--- src/rtl/mmio_pwm_bank_if.sv ---
// Data-bus port of the PWM bank.
// Word strobes in, registered read data back.
interface mmio_pwm_bank_if;
    logic [5:0]  addr;
    logic [31:0] wdata;
    logic        we;
    logic        re;
    logic [31:0] rdata;
    logic        rvalid;

    modport master (
        output addr, wdata, we, re,
        input  rdata, rvalid
    );

    modport slave (
        input  addr, wdata, we, re,
        output rdata, rvalid
    );
endinterface

--- src/rtl/mmio_pwm_bank.sv ---
// Memory-mapped PWM bank: shared prescaler, per-channel
// static/fade/breathe duty with wrap-aligned shadow update.
module mmio_pwm_bank #(
    parameter int NUM_CH = 4,
    parameter int PWM_W  = 8,
    parameter int PRE_W  = 16
) (
    input  logic              clk,
    input  logic              rst_n,
    mmio_pwm_bank_if.slave    bus,
    output logic [NUM_CH-1:0] pwm_out
);
    localparam logic [PWM_W-1:0] C_LAST = {{(PWM_W-1){1'b1}}, 1'b0};
    localparam logic [1:0] M_FADE    = 2'b01;
    localparam logic [1:0] M_BREATHE = 2'b10;

    logic              en, inv, en_n, inv_n;
    logic [PRE_W-1:0]  pre, p;
    logic [PWM_W-1:0]  c;
    logic              tick, wrap;
    logic [31:0]       widx;
    logic              wr_ctrl, wr_pre;
    logic [NUM_CH-1:0] wr_duty;
    logic [PWM_W-1:0]  tgt   [NUM_CH];
    logic [PWM_W-1:0]  tgt_n [NUM_CH];
    logic [PWM_W-1:0]  cur   [NUM_CH];
    logic [PWM_W-1:0]  cur_n [NUM_CH];
    logic [PWM_W-1:0]  s     [NUM_CH];
    logic [1:0]        mode  [NUM_CH];
    logic [1:0]        mode_n[NUM_CH];
    logic [NUM_CH-1:0] dir, dir_n;
    logic [NUM_CH-1:0] done, done_n;
    logic [NUM_CH-1:0] raw;
    logic [31:0]       rd_mux;

    assign widx    = {28'd0, bus.addr[5:2]};
    assign wr_ctrl = bus.we && (widx == 32'd0);
    assign wr_pre  = bus.we && (widx == 32'd1);
    assign en_n    = wr_ctrl ? bus.wdata[0] : en;
    assign inv_n   = wr_ctrl ? bus.wdata[1] : inv;
    assign tick    = en && (p == pre);
    assign wrap    = tick && (c == C_LAST);

    // Per-channel write decode and raw compare against the shadow duty.
    always_comb begin
        for (int i = 0; i < NUM_CH; i++) begin
            wr_duty[i] = bus.we && (widx == 32'(4 + i));
            raw[i]     = (c < s[i]);
        end
    end

    // Next target/mode/ramp state; a write wins for target and mode.
    always_comb begin
        for (int i = 0; i < NUM_CH; i++) begin
            tgt_n[i]  = wr_duty[i] ? bus.wdata[PWM_W-1:0] : tgt[i];
            mode_n[i] = wr_duty[i] ? bus.wdata[17:16] : mode[i];
            cur_n[i]  = cur[i];
            dir_n[i]  = wr_duty[i] ? 1'b0 : dir[i];
            done_n[i] = wr_duty[i] ? 1'b0 : done[i];
            unique case (1'b1)
                mode_n[i] == M_FADE: begin
                    if (!en) begin
                        cur_n[i]  = '0;
                        done_n[i] = 1'b0;
                    end else if (wrap) begin
                        if (cur[i] < tgt_n[i])
                            cur_n[i] = cur[i] + 1'b1;
                        else if (cur[i] > tgt_n[i])
                            cur_n[i] = cur[i] - 1'b1;
                        done_n[i] = (cur_n[i] == tgt_n[i]);
                    end
                end
                mode_n[i] == M_BREATHE: begin
                    done_n[i] = 1'b0;
                    if (!en) begin
                        cur_n[i] = '0;
                        dir_n[i] = 1'b0;
                    end else if (wrap) begin
                        if (!dir_n[i]) begin
                            if (cur[i] < tgt_n[i]) begin
                                cur_n[i] = cur[i] + 1'b1;
                            end else begin
                                dir_n[i] = 1'b1;
                                cur_n[i] = (cur[i] == '0) ? '0 : cur[i] - 1'b1;
                            end
                        end else if (cur[i] != '0) begin
                            cur_n[i] = cur[i] - 1'b1;
                        end else begin
                            dir_n[i] = 1'b0;
                            cur_n[i] = (tgt_n[i] == '0) ? '0 : PWM_W'(1);
                        end
                    end
                end
                default: begin
                    cur_n[i] = tgt_n[i];
                    if (wr_duty[i])
                        done_n[i] = 1'b1;
                end
            endcase
        end
    end

    // Read mux over the register map; unmapped words read 0.
    always_comb begin
        rd_mux = '0;
        if (widx == 32'd0) begin
            rd_mux[1:0] = {inv, en};
        end else if (widx == 32'd1) begin
            rd_mux[PRE_W-1:0] = pre;
        end else if (widx == 32'd2) begin
            rd_mux[PWM_W-1:0]   = c;
            rd_mux[16+:NUM_CH]  = done;
        end
        for (int i = 0; i < NUM_CH; i++) begin
            if (widx == 32'(4 + i)) begin
                rd_mux[PWM_W-1:0] = tgt[i];
                rd_mux[17:16]     = mode[i];
            end
            if (widx == 32'(4 + NUM_CH + i))
                rd_mux[PWM_W-1:0] = cur[i];
        end
    end

    // Registers, timebase, channel state, outputs and read return.
    always_ff @(posedge clk or negedge rst_n) begin
        if (!rst_n) begin
            en         <= 1'b0;
            inv        <= 1'b0;
            pre        <= '0;
            p          <= '0;
            c          <= '0;
            dir        <= '0;
            done       <= '0;
            pwm_out    <= '0;
            bus.rdata  <= '0;
            bus.rvalid <= 1'b0;
            for (int i = 0; i < NUM_CH; i++) begin
                tgt[i]  <= '0;
                mode[i] <= '0;
                cur[i]  <= '0;
                s[i]    <= '0;
            end
        end else begin
            en  <= en_n;
            inv <= inv_n;
            if (wr_pre)
                pre <= bus.wdata[PRE_W-1:0];
            if (!en || tick)
                p <= '0;
            else
                p <= p + 1'b1;
            if (!en || wrap)
                c <= '0;
            else if (tick)
                c <= c + 1'b1;
            dir  <= dir_n;
            done <= done_n;
            for (int i = 0; i < NUM_CH; i++) begin
                tgt[i]  <= tgt_n[i];
                mode[i] <= mode_n[i];
                cur[i]  <= cur_n[i];
                if (!en || wrap)
                    s[i] <= cur[i];
            end
            pwm_out <= en_n ? (raw ^ {NUM_CH{inv_n}}) : {NUM_CH{inv_n}};
            bus.rvalid <= bus.re;
            if (bus.re)
                bus.rdata <= rd_mux;
        end
    end
endmodule

--- src/flat_wrapper.sv ---
// flat-port wrapper written by rule: the top's interface ports become plain ports
module mmio_pwm_bank_flat 
#(
    parameter int NUM_CH = 4,
    parameter int PWM_W  = 8,
    parameter int PRE_W  = 16
)
  (clk, rst_n, pwm_out, bus_addr, bus_wdata, bus_we, bus_re, bus_rdata, bus_rvalid);
  mmio_pwm_bank_if bus_i ();
  input  logic clk;
  input  logic rst_n;
  output logic [NUM_CH-1:0] pwm_out;
  input wire logic [$bits(bus_i.addr)-1:0] bus_addr;
  input wire logic [$bits(bus_i.wdata)-1:0] bus_wdata;
  input wire logic [$bits(bus_i.we)-1:0] bus_we;
  input wire logic [$bits(bus_i.re)-1:0] bus_re;
  output wire logic [$bits(bus_i.rdata)-1:0] bus_rdata;
  output wire logic [$bits(bus_i.rvalid)-1:0] bus_rvalid;
  assign bus_i.addr = bus_addr;
  assign bus_i.wdata = bus_wdata;
  assign bus_i.we = bus_we;
  assign bus_i.re = bus_re;
  assign bus_rdata = bus_i.rdata;
  assign bus_rvalid = bus_i.rvalid;
  mmio_pwm_bank #(.NUM_CH(NUM_CH), .PWM_W(PWM_W), .PRE_W(PRE_W)) u_core (.clk(clk), .rst_n(rst_n), .bus(bus_i), .pwm_out(pwm_out));
endmodule
--- config.mk ---
export PLATFORM = sky130hd
export DESIGN_NAME = mmio_pwm_bank_flat
export DESIGN_NICKNAME = d
export VERILOG_FILES = /design/src/rtl/mmio_pwm_bank_if.sv /design/src/rtl/mmio_pwm_bank.sv /design/src/flat_wrapper.sv
export SDC_FILE = /design/constraint.sdc
export NUM_CORES = 1
export LEC_CHECK = 0
export ABC_AREA = 0
export BUFFER_PORTS_ARGS = -buffer_cell sky130_fd_sc_hd__buf_2
export CAP_MARGIN = 20
export CELL_PAD_IN_SITES_DETAIL_PLACEMENT = 2
export CELL_PAD_IN_SITES_GLOBAL_PLACEMENT = 2
export CORE_MARGIN = 4
export CORE_UTILIZATION = 39
export DETAILED_ROUTE_END_ITERATION = 12
export PLACE_DENSITY = 0.88
export SLEW_MARGIN = 15
export SYNTH_ARGS = -nofsm -noshare
export SYNTH_HDL_FRONTEND = slang
export SYNTH_SLANG_ARGS = --single-unit
--- constraint.sdc ---
create_clock -name clk -period 4.56 [get_ports clk]
set_input_delay 0 -clock clk [delete_from_list [all_inputs] [get_ports clk]]
set_output_delay 0 -clock clk [all_outputs]
set_load 0.01 [all_outputs]
==> Word level (Yosys, flattened, before mapping) <==
Cells that the tools add are included.
{ "word_totals": {"elab_cells": 251, "register_bits": 179} }
{ "op_classes": {"eq_ne": 32, "n_reduce_logical": 29, "bitwise_logic": 1, "n_lt_le_gt_ge": 12, "mux": 141, "addsub": 10} }
{ "ops": {"columns": ["cell", "n"], "rows": [
  ["two-way mux 8 bit", 69],
  ["logical NOT 8 bit", 8],
  ["< comparator 8 bit", 8],
  ["one-hot mux 8 bit (2 select lines)", 4],
  ["two-way mux 1 bit", 50],
  ["adder 8 x 1 -> 8 bit, second input constant", 5],
  ["== test 8 bit", 4],
  ["> comparator 8 bit", 4],
  ["logical NOT 32 bit", 1],
  ["nonzero test 8 bit", 4],
  ["subtractor 8 x 1 -> 8 bit, second input constant", 4],
  ["inequality test 3 bit, second input constant", 8],
  ["two-way mux 18 bit", 1],
  ["two-way mux 2 bit", 9],
  ["adder 16 x 1 -> 16 bit, second input constant", 1],
  ["== test 16 bit", 1],
  ["== test 4 x 3 -> 1 bit, second input constant", 4],
  ["== test 4 bit, second input constant", 4],
  ["two-way mux 16 bit", 1],
  ["two-way mux 4 bit", 3],
  ["== test 2 x 1 -> 1 bit, second input constant", 4],
  ["== test 2 bit, second input constant", 4],
  ["== test 8 bit, second input constant", 1],
  ["logical AND 1 bit", 8],
  ["8 further kinds", 15]
]} }

==> Longest topological paths before layout <==
Gate-level depths: netlist of run 1.
{ "logic_depth": {"depth_word": 13, "mapped_depth": 18, "mapped_depth_nobuf": 15} }

==> Least setup slack after synthesis of run 1 <==
Ideal clock, no wire load.
{ "synth_path": {"path_kind": "input to register", "startpoint": "input port bus_addr[4]", "endpoint": "register u_core.done[2]", "setup_ps": 104, "t_arrival_ps": 3736, "slack_ps": 721, "t_required_ps": 4456, "path_stages": 18, "path_cell_list": "buf_4 nand3b_2 buf_4 nor2_1 mux2_2 inv_1 ha_1 a21o_1 a21o_1 a211o_1 a31oi_1 a31o_1 buf_6 clkbuf_1 o211ai_1 o31a_1 a2111o_1 o41ai_2"} }
{ "synth_rtl": {"columns": ["item", "line", "rtl"], "rows": [
  ["start: declaration", "flat_wrapper.sv:13", "input wire logic [$bits(bus_i.addr)-1:0] bus_addr;"],
  ["end signal: assignment", "mmio_pwm_bank.sv:157", "done <= done_n;"],
  ["end: declaration", "mmio_pwm_bank.sv:32", "logic [NUM_CH-1:0] done, done_n;"]
]} }

==> Final worst setup path of run 1 <==
{ "layout_path": {"startpoint": "input port bus_addr[5]", "endpoint": "register u_core.done[1]"} }
{ "layout_via": {"elab_chain_len": 13, "elab_cells_between_ends": 19} }
{ "layout_rtl": {"columns": ["item", "line", "rtl"], "rows": [
  ["== test 4 x 3 -> 1 bit (*)", "mmio_pwm_bank.sv:47", "wr_duty[i] = bus.we && (widx == 32'(4 + i));"],
  ["logical AND 1 bit (*)", "mmio_pwm_bank.sv:47", null],
  ["two-way mux 8 bit", "mmio_pwm_bank.sv:55", "tgt_n[i] = wr_duty[i] ? bus.wdata[PWM_W-1:0] : tgt[i];"],
  ["> comparator 8 bit", "mmio_pwm_bank.sv:68", "else if (cur[i] > tgt_n[i])"],
  ["two-way mux 8 bit", "mmio_pwm_bank.sv:68", null],
  ["two-way mux 8 bit", "mmio_pwm_bank.sv:66", "if (cur[i] < tgt_n[i])"],
  ["two-way mux 8 bit", "mmio_pwm_bank.sv:65", "end else if (wrap) begin"],
  ["two-way mux 8 bit", "mmio_pwm_bank.sv:62", "if (!en) begin"],
  ["two-way mux 8 bit", "mmio_pwm_bank.sv:60", "unique case (1'b1)"],
  ["== test 8 bit", "mmio_pwm_bank.sv:70", "done_n[i] = (cur_n[i] == tgt_n[i]);"],
  ["two-way mux 1 bit", "mmio_pwm_bank.sv:65", null],
  ["two-way mux 1 bit", "mmio_pwm_bank.sv:62", null],
  ["one-hot mux 1 bit (2 select lines) (*)", "mmio_pwm_bank.sv:60", null],
  ["via u_core.done_n[1]", "mmio_pwm_bank.sv:32", null]
]} }
The timed path passes the listed nets; every way through them passes the cells marked *. The select of a mux whose other input is x is not followed.
A chain may end at the register's enable or synchronous reset.

==> summary.txt, run 1 <==
Outcome
  • Status: finished clean

Power
  • Total Power: 10.6 mW
  • Max IR drop VDD: 0.000315 V
  • Pwr/cell area: 678 mW/mm2
  • Pleak: 6.94 nW

Timing
  • Hold Vio Cnt, Final: 0
  • Final setup violation count: 0
  • Max-slew headroom: 0.315
  • Crit share post-route: 0.942
  • Pins Over Slew Limit: 0
  • F_max: 233 MHz
  • Worst-Margin Slew: 1020 ps
  • Min Clock Period, post-route: 4290 ps
  • Worst Skew: 14.9 ps
  • Unrepaired setup endpoints after global routing: no
  • Total Neg Setup Slack: 0 ps

GRT
  • GRT Total Usage: 0.340
  • Initial antenna violation count: 0
  • Vias in the first global route: 16.2k
  • GRT overflow: 0
  • First-pass GRT wire length: 103 mm
  • Largest net degree at the start of global routing: 92

Final layout
  • Layout cells sized above 1: 0.119
  • Area grow syn2layout: 11.5%
  • Post-route insts no fill: 2,198
  • # nets final: 1,841
  • Design Area, Final: 0.0156 mm2
  • FF/Latch Area: 0.00448 mm2
  • Fillers: 3,853
  • # diodes: 0
  • Footprint of the multi-input gates: 0.00868 mm2

Synth
  • Synth area leader: dfrtp_1
  • Most used DFF post-synth: dfrtp_1
  • Mapped Cells: 1,673
  • Most frequent cells after synthesis: 179 x dfrtp_1, 139 x nand2_1, 123 x nor2_1
  • Synth Area in Compound Gates: 0.229
  • Post-synth top area share: 0.320
  • Mapped Area: 0.0140 mm2
  • FF+latch count, synth: 179
  • Number of synthesized flops with an enable pin: 0
  • Synth warn: 0
  • Post-synthesis mux area share: 0.0588
  • Synth top area cells: dfrtp_1 32%, ha_1 6.7%, o21ai_0 4.3%, xnor2_1 4.3%, nand2_1 3.7%
  • Adder-cell share of the synthesized area: 0.0678
  • Simple-gate area share of the yosys netlist: 0.189
  • Syn Area/Cell: 8.37 um2
  • Largest family of logic cells by synthesized area: compound AO/OA/AOI/OAI gates
  • FFs w/ async S/R, synth: 1.00
  • Register area share after synthesis: 0.320
  • Yosys cell types: 93
  • XOR/XNOR Fraction of Synth Area: 0.0708
  • Top-count cell post-synth: dfrtp_1

Drt
  • Final wirelength: 67.6 mm
  • Vias: 14.8k
  • Routed Antenna Nets: 0
  • Drt wl/cell: 30.8 um
  • DR DRC count: 0
  • Count of routing violations after the opening detailed-route iteration: 1,580
  • Via/cell ratio: 6.75
  • Detailed Routing Iterations Pass 1: 7

Clock network
  • CTS resizes: 0
  • Clk sinks: 179
  • Clock Root Buffer: clkbuf_16
  • Clock Tree Buf Depth: 2
  • Clk_lat worst skew: 470 ps
  • CTS tree: built
  • Post-CTS Setup Bufs: 0
  • H-tree lvl count: 4
  • Clk slew on worst S/H paths: 90 ps
  • Number of buffers created by CTS: 17

Worst setup path
  • Crit. End Element: register
  • Critical path class: input port to register
  • Crit path DAT: 4640 ps
  • Worst EP required: 4900 ps
  • Startpoint Class: input port
  • Crit path max fanout: 21

Floorplanning
  • IO Pins: 79
  • Starting Density: 0.395
  • Die span in x: 198 um
  • Core area: 0.0355 mm2
  • DIE AREA: 0.0390 mm2
  • Cell Rows: 69
  • Height of the chip: 198 um

Placed design
  • # port buffers: 50
  • Dpl cells: 2,151
  • HPWL after DPL: 45.1 mm
  • GP Congestion: 0.957
  • Post-DP Area: 0.0149 mm2

Hold path
  • HP Class: input port to register

Flow run
  • Maxcap violations: 0
==> worst max-delay path, stage by stage <==
cell	delay, ps
buf_2	180
nand3b_2	370
buf_4	220
buf_4	190
nor2_2	170
buf_4	240
mux2i_1	500
ha_1	360
a21o_1	200
a211oi_1	360
o311ai_1	230
o21ai_1	220
buf_4	310
nor3_1	130
a2111oi_0	360
o211ai_1	210
o31ai_1	360
==> stage by stage <==
| step | worst slack (ps) | utilization | hold WS [ps] |
|---|---|---|---|
| global route | 78.8 | 0.440 | 32.2 |
| CTS | 474 | 0.440 | 17.8 |
| floorplan | 721 | - | -296 |
| detailed placement | 204 | 0.420 | 152 |
| finish | 267 | 0.440 | 59.4 |
| global placement | 484 | 0.420 | 130 |
==> path summary, 6_finish.rpt <==
path	startpoint	end	slack (ps)	cells past startpoint
worst max register to register	u_core.cur[8]	u_core.cur[11]	420	10
worst min register to register	u_core.bus.rdata[11]	u_core.bus.rdata[11]	540	2
min in group asynchronous	rst_n	u_core.cur[26]	190	2
worst max-delay path	bus_addr[5]	u_core.done[1]	270	17
worst min-delay path	bus_wdata[0]	u_core.pre[0]	60	2
max in group asynchronous	rst_n	u_core.tgt[12]	3150	3
==> layout make-up <==
type | instances | share of cell area
flip-flops and latches | 179 | 0.287
clock inverters | 15 | 0.00905
multi-input cells | 1284 | 0.555
well taps | 461 | 0.0369
clock buffers | 17 | 0.0272
repair buffers | 133 | 0.0587
inverters | 109 | 0.0262
==> flip-flops by register name, summed over array words and instances (netlist names) <==
signal             flops
u_core.cur            32
u_core.s              32
u_core.tgt            32
u_core.bus.rdata      20
u_core.p              16
u_core.pre            16
u_core.c               8
u_core.mode            8
u_core.dir             4
u_core.done            4
u_core.pwm_out         4
u_core.bus.rvalid      1
u_core.en              1
u_core.inv             1
==> cells in the final DEF (no fill, tap or decap), types with 26 or more instances in the layout <==
master / netlist / routed
xnor2_1: 69 / 69
xor2_1: 34 / 34
mux2_2: 26 / 26
nand3_1: 77 / 77
nor3_1: 43 / 42
buf_4: 16 / 69
dfrtp_1: 179 / 179
mux2i_1: 50 / 50
nor2_1: 123 / 123
inv_1: 107 / 107
nand2_1: 139 / 139
o21ai_0: 121 / 120
ha_1: 75 / 75
a31oi_1: 30 / 30
and3_1: 27 / 27
a21oi_1: 71 / 71
buf_2: 9 / 49
==> cells by family (layout without fill, tap and decap cells) <==
| family | Yosys count | in the layout |
|---|---|---|
| xor+xnor | 107 | 107 |
| simple gates | 540 | 540 |
| fa+ha+maj | 76 | 76 |
| flops | 179 | 179 |
| mux | 78 | 78 |
| buf+inv | 221 | 274 |
| compound gates | 471 | 471 |
| other cells | 1 | 12 |
==> layer usage <==
layer  wire length (um)  up-vias  GRT usage
met5                  0        -          0
met4               4010        0      0.182
met3               4500      258     0.0539
met2              32200      804      0.567
met1              26900     7598      0.423
li1                   -     6180          -
==> where the power goes <==
group / switching [mW] / internal, mW / total [mW]
clock network: 0.835 / 0.728 / 1.56
registers: 0.530 / 2.00 / 2.53
logic: 4.20 / 2.31 / 6.51
==> repair_timing <==
item	4_1_cts	5_1_grt
endpoints found under the setup margin	0	0
endpoints found under the hold margin	102	0
hold buffers	14	0
Note: power is estimated with default switching activity, not from simulation.
==> inputs of run 2 (changes only) <==
--- a/config.mk
+++ b/config.mk
@@ -6,14 +6,15 @@
 export NUM_CORES = 1
 export LEC_CHECK = 0
 export ABC_AREA = 0
-export BUFFER_PORTS_ARGS = -buffer_cell sky130_fd_sc_hd__buf_2
 export CAP_MARGIN = 20
 export CELL_PAD_IN_SITES_DETAIL_PLACEMENT = 2
 export CELL_PAD_IN_SITES_GLOBAL_PLACEMENT = 2
 export CORE_MARGIN = 4
-export CORE_UTILIZATION = 39
+export CORE_UTILIZATION = 40
 export DETAILED_ROUTE_END_ITERATION = 12
-export PLACE_DENSITY = 0.88
+export DONT_BUFFER_PORTS = 1
+export PLACE_DENSITY = 0.87
+export SETUP_SLACK_MARGIN = 0.15
 export SLEW_MARGIN = 15
 export SYNTH_ARGS = -nofsm -noshare
 export SYNTH_HDL_FRONTEND = slang
==> constraint.sdc (replaced) <==
create_clock -name clk -period 4.56 [get_ports clk]
set_input_delay 0 -clock clk [delete_from_list [all_inputs] [get_ports clk]]
set_output_delay 0 -clock clk [all_outputs]
set_load 0.05 [all_outputs]
==> run 2 against run 1 <==
  * The run now ends with negative hold slack left
  * Hold slack got worse by 100 ps
  * Die area fell by 2.4%
  * Via count rose by 0.49%
  * Highest routed layer unchanged
==> summary.txt, run 2 (synthesized netlist as in run 1, its figures left out) <==
Worst setup path
  • Slowest cell delay on critical path: 560 ps (+60 ps)
  • Worst reg2reg startpoint: u_core.tgt[3]
  • RR Endpoint: u_core.cur[6]
  • Worst EP required: 4950 ps (+50 ps)
  • Max stage delay cell, worst path: mux2i_1
  • Reg2reg setup slack: 520 ps (+100 ps)
  • Critical path class: input port to register
  • Register-to-Register Path Depth: 11 (+1)
  • Critical Path, Cell by Cell: nand3b_2 -> nor2_1 -> buf_4 -> mux2i_1 -> ha_1 -> nor3b_1 -> o22ai_1 -> nand2_1 -> and4bb_1 -> nor2_1 -> nand2_1 -> o221a_2 -> or3b_2 -> a31oi_1
  • Crit path max fanout: 12 (-43%)
  • Crit path DAT: 4620 ps (-20 ps)
  • Crit. End Element: register
  • Worst path bufs/invs: 1 (-4)
  • Startpoint Class: input port
  • Critical path's top delay family: simple AND/OR/NAND/NOR gates

Drt
  • DR DRC count: 0 (unchanged)
  • Via/cell ratio: 6.97 (+3.3%)
  • Count of routing violations after the opening detailed-route iteration: 1,842 (+17%)
  • Vias: 14.9k (+0.49%)
  • Drt wl/cell: 32.4 um (+5.5%)
  • Detailed Routing Iterations Pass 1: 6 (-1)
  • Final wirelength: 69.4 mm (+2.6%)
  • Routed Antenna Nets: 0 (unchanged)

Final layout
  • # nets final: 1,785 (-3.0%)
  • Commonest cells after routing, fill and taps aside: 179 x dfrtp_1, 139 x nand2_1, 123 x nor2_1
  • Top flop regs: u_core.cur (32), u_core.s (32), u_core.tgt (32)
  • Area grow syn2layout: 10.3%
  • Commonest non-fill, non-tap cell in the layout: dfrtp_1
  • Post-route insts no fill: 2,138 (-2.7%)
  • Layout cells sized above 1: 0.0851 (-0.0335)

Timing
  • Hold Vio Cnt, Final: 1 (+1)
  • Crit share post-route: 0.927 (-0.0146)
  • Final setup violation count: 0 (unchanged)
  • F_max: 237 MHz (+1.6%)
  • Hold WS: -42.5 ps (-102 ps)
  • Setup ws final: 333 ps (+66.4 ps)
  • Worst Skew: 32.3 ps (+17.4 ps)
  • Worst-Margin Slew: 1010 ps (-10.9 ps)
  • Pins Over Slew Limit: 0 (unchanged)
  • Unrepaired setup endpoints after global routing: no
  • Min Clock Period, post-route: 4230 ps (-66.4 ps)
  • Max-slew headroom: 0.325 (+0.0104)
  • Total Neg Setup Slack: 0 ps (unchanged)

GRT
  • Gr busiest metal: met2
  • GR Util met2: 0.583 (+0.0159)
  • First-pass GRT wire length: 106 mm (+2.7%)
  • GRT Total Usage: 0.356 (+0.0164)
  • Routing usage on met1: 0.429 (+0.00572)
  • Initial antenna violation count: 2 (+2)
  • GRT met3 Usage: 0.0738 (+0.0199)
  • Largest net degree at the start of global routing: 180 (+96%)
  • Vias in the first global route: 16.5k (+1.9%)
  • GRT overflow: 0 (unchanged)

Power
  • Pwr/cell area: 700 mW/mm2 (+3.2%)
  • Max IR drop VDD: 0.000290 V (-7.9%)
  • Comb pwr share: 0.595 (-0.019)
  • Part of the power in registers: 0.248 (+0.010)
  • Pleak: 6.72 nW (-3.2%)
  • Sw Share: 0.532 (+0.00696)
  • Clk network pwr share: 0.156 (+0.009)
  • Internal: 5.06 mW (+0.52%)
  • NetSw: 5.75 mW (+3.4%)

Placed design
  • GP Congestion: 0.960 (+0.34%)
  • HPWL after DPL: 43.6 mm (-3.2%)
  • Post-Place Worst Slack: 33.5 ps (-171 ps)
  • # port buffers: 0 (-100%)
  • Dpl cells: 2,077 (-3.4%)

Clock network
  • Clk sinks: 179 (unchanged)
  • Clock Root Buffer: clkbuf_16
  • Clock Tree Buf Depth: 2 (unchanged)
  • Clk_lat worst skew: 500 ps (+30 ps)
  • Clk slew on worst S/H paths: 80 ps (about the same)
  • Number of buffers created by CTS: 17 (unchanged)
  • CTS tree: built
  • H-tree lvl count: 4 (unchanged)

Flow run
  • Maxcap violations: 0 (unchanged)

Floorplanning
  • Starting Density: 0.406 (+0.0107)
  • Core area: 0.0345 mm2 (-2.6%)
  • Height of the chip: 195 um (-1.2%)
  • Cell Rows: 68 (-1.4%)
  • DIE AREA: 0.0381 mm2 (-2.4%)
  • IO Pins: 79 (unchanged)
  • Die span in x: 195 um (-1.2%)

Outcome
  • Failing checks: negative hold slack
  • Status: finished with violations

Hold path
  • HP Class: input port to register
  • Min-delay src: bus_addr[4]
  • Hold Path Depth: 4 (+2)
  • Hold-critical path endpoint: u_core.bus.rdata[16]
## run 2: cell types whose count changed in the layout (fill, tap and decap cells not counted), sizes merged
cell,previous run,this run
buf,118,52
dlygate4sd3,14,24
bufinv,0,2
inv,115,113
diode,0,2
## run 2: power by group through the flow
stage | clock network [mW] | registers (mW) | logic (mW)
after CTS | 1.67 | 2.63 | 6.12
after floorplan | 0 | 2.35 | 4.19
final | 1.69 | 2.69 | 6.44
after global placement | 0 | 2.60 | 5.36
after global routing | 1.74 | 2.71 | 6.83
after detailed placement | 0 | 2.64 | 5.77
## run 2: worst max-delay path by stage
stage | startpoint | end | slack (ps) | depth (start not counted)
3_5_place_dp | bus_addr[5] | u_core.cur[11] | 30 | 14
5_1_grt | bus_addr[5] | u_core.done[1] | 160 | 16
4_1_cts | u_core.cur[8] | u_core.cur[11] | 350 | 9
2_1_floorplan | bus_addr[4] | u_core.done[2] | 720 | 18
3_3_place_gp | bus_addr[5] | u_core.cur[11] | 310 | 14
6_report | bus_addr[5] | u_core.cur[6] | 330 | 14
## run 2: stage by stage
step	instance area [um2]	util	power [mW]
6_report	15400	0.447	10.8
5_1_grt	15400	0.447	11.3
4_1_cts	15400	0.446	10.4
3_5_place_dp	14500	0.420	8.41
3_3_place_gp	14500	0.420	7.95
2_1_floorplan	14000	-	6.54
## run 2: metal layers
| metal | vias up | part of all wire |
|---|---|---|
| met3 | 341 | 0.077 |
| li1 | 6077 | - |
| met5 | - | 0 |
| met1 | 7592 | 0.39 |
| met4 | 0 | 0.071 |
| met2 | 902 | 0.46 |
## run 2: area by class of cell
| class | count | area (um2) |
|---|---|---|
| fillers | 3812 | 19100 |
| multi-input cells | 1284 | 8700 |
| flip-flops and latches | 179 | 4480 |
| repair buffers | 77 | 671 |
| well taps | 455 | 569 |
| clock buffers | 17 | 425 |
| inverters | 109 | 409 |
| clock inverters | 15 | 189 |
| diodes | 2 | 5.00 |
## run 2: repair_timing
action / 4_1_cts / 5_1_grt
endpoints found under the setup margin: 0 / 1
setup buffers: 0 / 0
hold endpoints to repair: 252 / 0
resized for setup: 0 / 5
hold buffers: 26 / 0
## run 2: worst register-to-register path, stage by stage, from the launching register on
cell and delay (ps):
dfrtp_1 410, mux2i_1 480, ha_1 370, nor3b_1 160, o22ai_1 200, nand2_1 190
and4bb_1 300, nor2_1 520, nand2_1 320, o221a_2 360, or3b_2 450, a31oi_1 200
==> inputs of run 3 (changes only) <==
--- a/config.mk
+++ b/config.mk
@@ -10,10 +10,11 @@
 export CELL_PAD_IN_SITES_DETAIL_PLACEMENT = 2
 export CELL_PAD_IN_SITES_GLOBAL_PLACEMENT = 2
 export CORE_MARGIN = 4
-export CORE_UTILIZATION = 40
+export CORE_UTILIZATION = 36
+export CTS_CLUSTER_SIZE = 40
 export DETAILED_ROUTE_END_ITERATION = 12
 export DONT_BUFFER_PORTS = 1
-export PLACE_DENSITY = 0.87
+export PLACE_DENSITY = 0.83
 export SETUP_SLACK_MARGIN = 0.15
 export SLEW_MARGIN = 15
 export SYNTH_ARGS = -nofsm -noshare
==> constraint.sdc (replaced) <==
create_clock -name clk -period 3.5 [get_ports clk]
set_input_delay 0 -clock clk [delete_from_list [all_inputs] [get_ports clk]]
set_output_delay 0 -clock clk [all_outputs]
set_load 0.05 [all_outputs]
==> run 3 against run 2 <==
  * The flow finishes with violations (negative hold slack, negative setup slack)
  * Via count is 8.3% higher
  * Count of clock-buffer cells in the layout grew 2
  * Power grew 48%
  * Design area up 8.7%
  * Hold slack worse by 740 ps
  * Die area rose by 11%
  * Flip-flop and latch count unchanged
  * Critical path type is now register to register
==> summary.txt, run 3 (synthesized netlist as in run 1, its figures left out) <==
Timing
  • Crit share post-route: 1.04
  • F_max: 274 MHz
  • Total Neg Setup Slack: -668 ps (-668 ps)
  • Setup ws final: -144 ps (-477 ps)
  • Final setup violation count: 8 (+8)
  • Hold WS: -784 ps (-741 ps)
  • Min Clock Period, post-route: 3640 ps
  • Worst-Margin Slew: 973 ps (-39.8 ps)
  • Hold Vio Cnt, Final: 179 (+178)
  • Worst Skew: 29.2 ps (-3.11 ps)
  • Pins Over Slew Limit: 0 (unchanged)
  • Max-slew headroom: 0.346 (+0.0205)
  • Unrepaired setup endpoints after global routing: yes

Worst setup path
  • Worst Setup SP: u_core.tgt[29]
  • Critical path class: register to register
  • Crit path DAT: 4020 ps (-600 ps)
  • Crit path max fanout: 6 (-6)
  • Worst reg2reg startpoint: u_core.tgt[29]
  • Worst path bufs/invs: 3 (+2)
  • Slowest cell delay on critical path: 430 ps (-130 ps)
  • Startpoint Class: register
  • Critical Path, Cell by Cell: nand2_2 -> nand2_2 -> inv_2 -> ha_4 -> and4_4 -> nand3_1 -> a41oi_2 -> a21boi_4 -> buf_6 -> buf_4 -> nor2_1 -> mux2_4 -> a32oi_2 -> o2111ai_2 -> o41ai_2
  • Max stage delay cell, worst path: dfrtp_1
  • Crit. End Element: register
  • Worst EP required: 3870 ps (-1080 ps)
  • Most used cell, CP: nand2_2
  • Critical path's top delay family: compound AO/OA/AOI/OAI gates

GRT
  • Vias in the first global route: 16.9k (+2.4%)
  • GRT Total Usage: 0.347 (-0.00863)
  • First-pass GRT wire length: 112 mm (+5.5%)
  • Initial antenna violation count: 7 (+5)
  • Largest net degree at the start of global routing: 180 (unchanged)
  • GRT overflow: 0 (unchanged)

Floorplanning
  • Core area: 0.0380 mm2 (+10%)
  • Starting Density: 0.368 (-0.0371)
  • Die span in x: 205 um (+5.2%)
  • IO Pins: 79 (unchanged)
  • Cell Rows: 71 (+4.4%)
  • DIE AREA: 0.0421 mm2 (+11%)
  • Height of the chip: 205 um (+5.2%)

Placed design
  • Post-Place Worst Slack: -306 ps (-339 ps)
  • HPWL after DPL: 46.2 mm (+5.9%)
  • GP Congestion: 0.938 (-2.3%)
  • Post-DP Area: 0.0153 mm2 (+5.4%)
  • # port buffers: 0 (unchanged)

Clock network
  • Clock Root Buffer: clkbuf_16
  • Cts hold-fix bufs: 28 (+7.7%)
  • Clk_lat worst skew: 500 ps (about the same)
  • H-tree lvl count: 4 (unchanged)
  • Clock Tree Buf Depth: 2 (unchanged)
  • Clk sinks: 179 (unchanged)
  • CTS tree: built
  • Number of buffers created by CTS: 17 (unchanged)
  • Clk slew on worst S/H paths: 100 ps (+20 ps)

Outcome
  • Status: finished with violations
  • Failing checks: negative hold slack, negative setup slack

Drt
  • Detailed Routing Iterations Pass 1: 5 (-1)
  • DR DRC count: 0 (unchanged)
  • Via/cell ratio: 7.02 (+0.65%)
  • Count of routing violations after the opening detailed-route iteration: 1,962 (+6.5%)
  • Routed Antenna Nets: 0 (unchanged)
  • Drt wl/cell: 35.5 um (+9.5%)
  • Vias: 16.2k (+8.3%)
  • Final wirelength: 81.7 mm (+18%)

Final layout
  • Layout cells sized above 1: 0.175 (+0.0903)
  • Commonest non-fill, non-tap cell in the layout: dfrtp_1
  • FF/Latch Area: 0.00448 mm2 (unchanged)
  • Top flop regs: u_core.cur (32), u_core.s (32), u_core.tgt (32)
  • Area grow syn2layout: 19.9%
  • Commonest cells after routing, fill and taps aside: 179 x dfrtp_1, 147 x buf_4, 134 x nand2_1
  • Final core occ: 0.442 (-0.00544)
  • Fillers: 4,111 (+7.8%)
  • Footprint of the multi-input gates: 0.00916 mm2 (+5.3%)
  • # nets final: 1,889 (+5.8%)
  • Design Area, Final: 0.0168 mm2 (+8.7%)

Hold path
  • HP Class: input port to asynchronous set/reset pin

Flow run
  • Maxcap violations: 0 (unchanged)

Power
  • Pleak: 7.34 nW (+9.2%)
  • Pwr/cell area: 955 mW/mm2 (+36%)
  • Max IR drop VDD: 0.000360 V (+24%)
==> run 3: per-stage QoR <==
stage               total power, mW  instances
global route                   16.5       2300
finish                         16.0       2301
global placement               11.1       2217
detailed placement             11.6       2217
floorplan                      8.56       1684
CTS                            14.3       2279
==> run 3: final cells by class <==
type	instances	area share
inverter	109	0.0247
sequential	179	0.267
tap	511	0.0381
timing repair buffer	181	0.0885
clock buffer	19	0.0264
antenna	5	0.000745
multi-input combinational	1284	0.545
clock inverter	13	0.00976
==> run 3: worst reg2reg max path: cells and delay by family, from the launching register on <==
kind | cells | cell delay, ps
AOI/OAI and AO/OA | 5 | 1430
muxes | 1 | 310
DFF | 1 | 430
adders and majority gates | 1 | 280
buffers and inverters | 3 | 340
and+or+nand+nor | 5 | 740
==> run 3: repair_timing <==
item | in CTS | in global routing
endpoints found under the hold margin | 255 | 179
pin swaps | 1 | 28
buffers inserted | 2 | 17
setup endpoints to repair | 13 | 34
gates resized for setup | 17 | 80
==> run 3: where the power goes <==
part | internal [mW] | total [mW] | switching (mW)
Clock | 1.10 | 2.24 | 1.13
Sequential | 2.60 | 3.41 | 0.806
Combinational | 3.83 | 10.4 | 6.56
==> run 3: routing by layer <==
layer	up-vias	part of all wire	track usage
met4	4	0.088	0.205
met3	488	0.088	0.0769
li1	6276	-	-
met2	1229	0.45	0.571
met1	8156	0.37	0.418
met5	-	0.00088	0
==> run 3: path summary, 6_finish.rpt <==
path	endpoint	slack, ps	cells after the start
worst max register to register	u_core.done[0]	-140	15
worst min-delay path	u_core.s[24]	-780	0
worst max-delay path	u_core.done[0]	-140	15
min in group clk	u_core.tgt[15]	80	3
worst min register to register	u_core.s[10]	560	2
max in group asynchronous	u_core.s[16]	3970	0
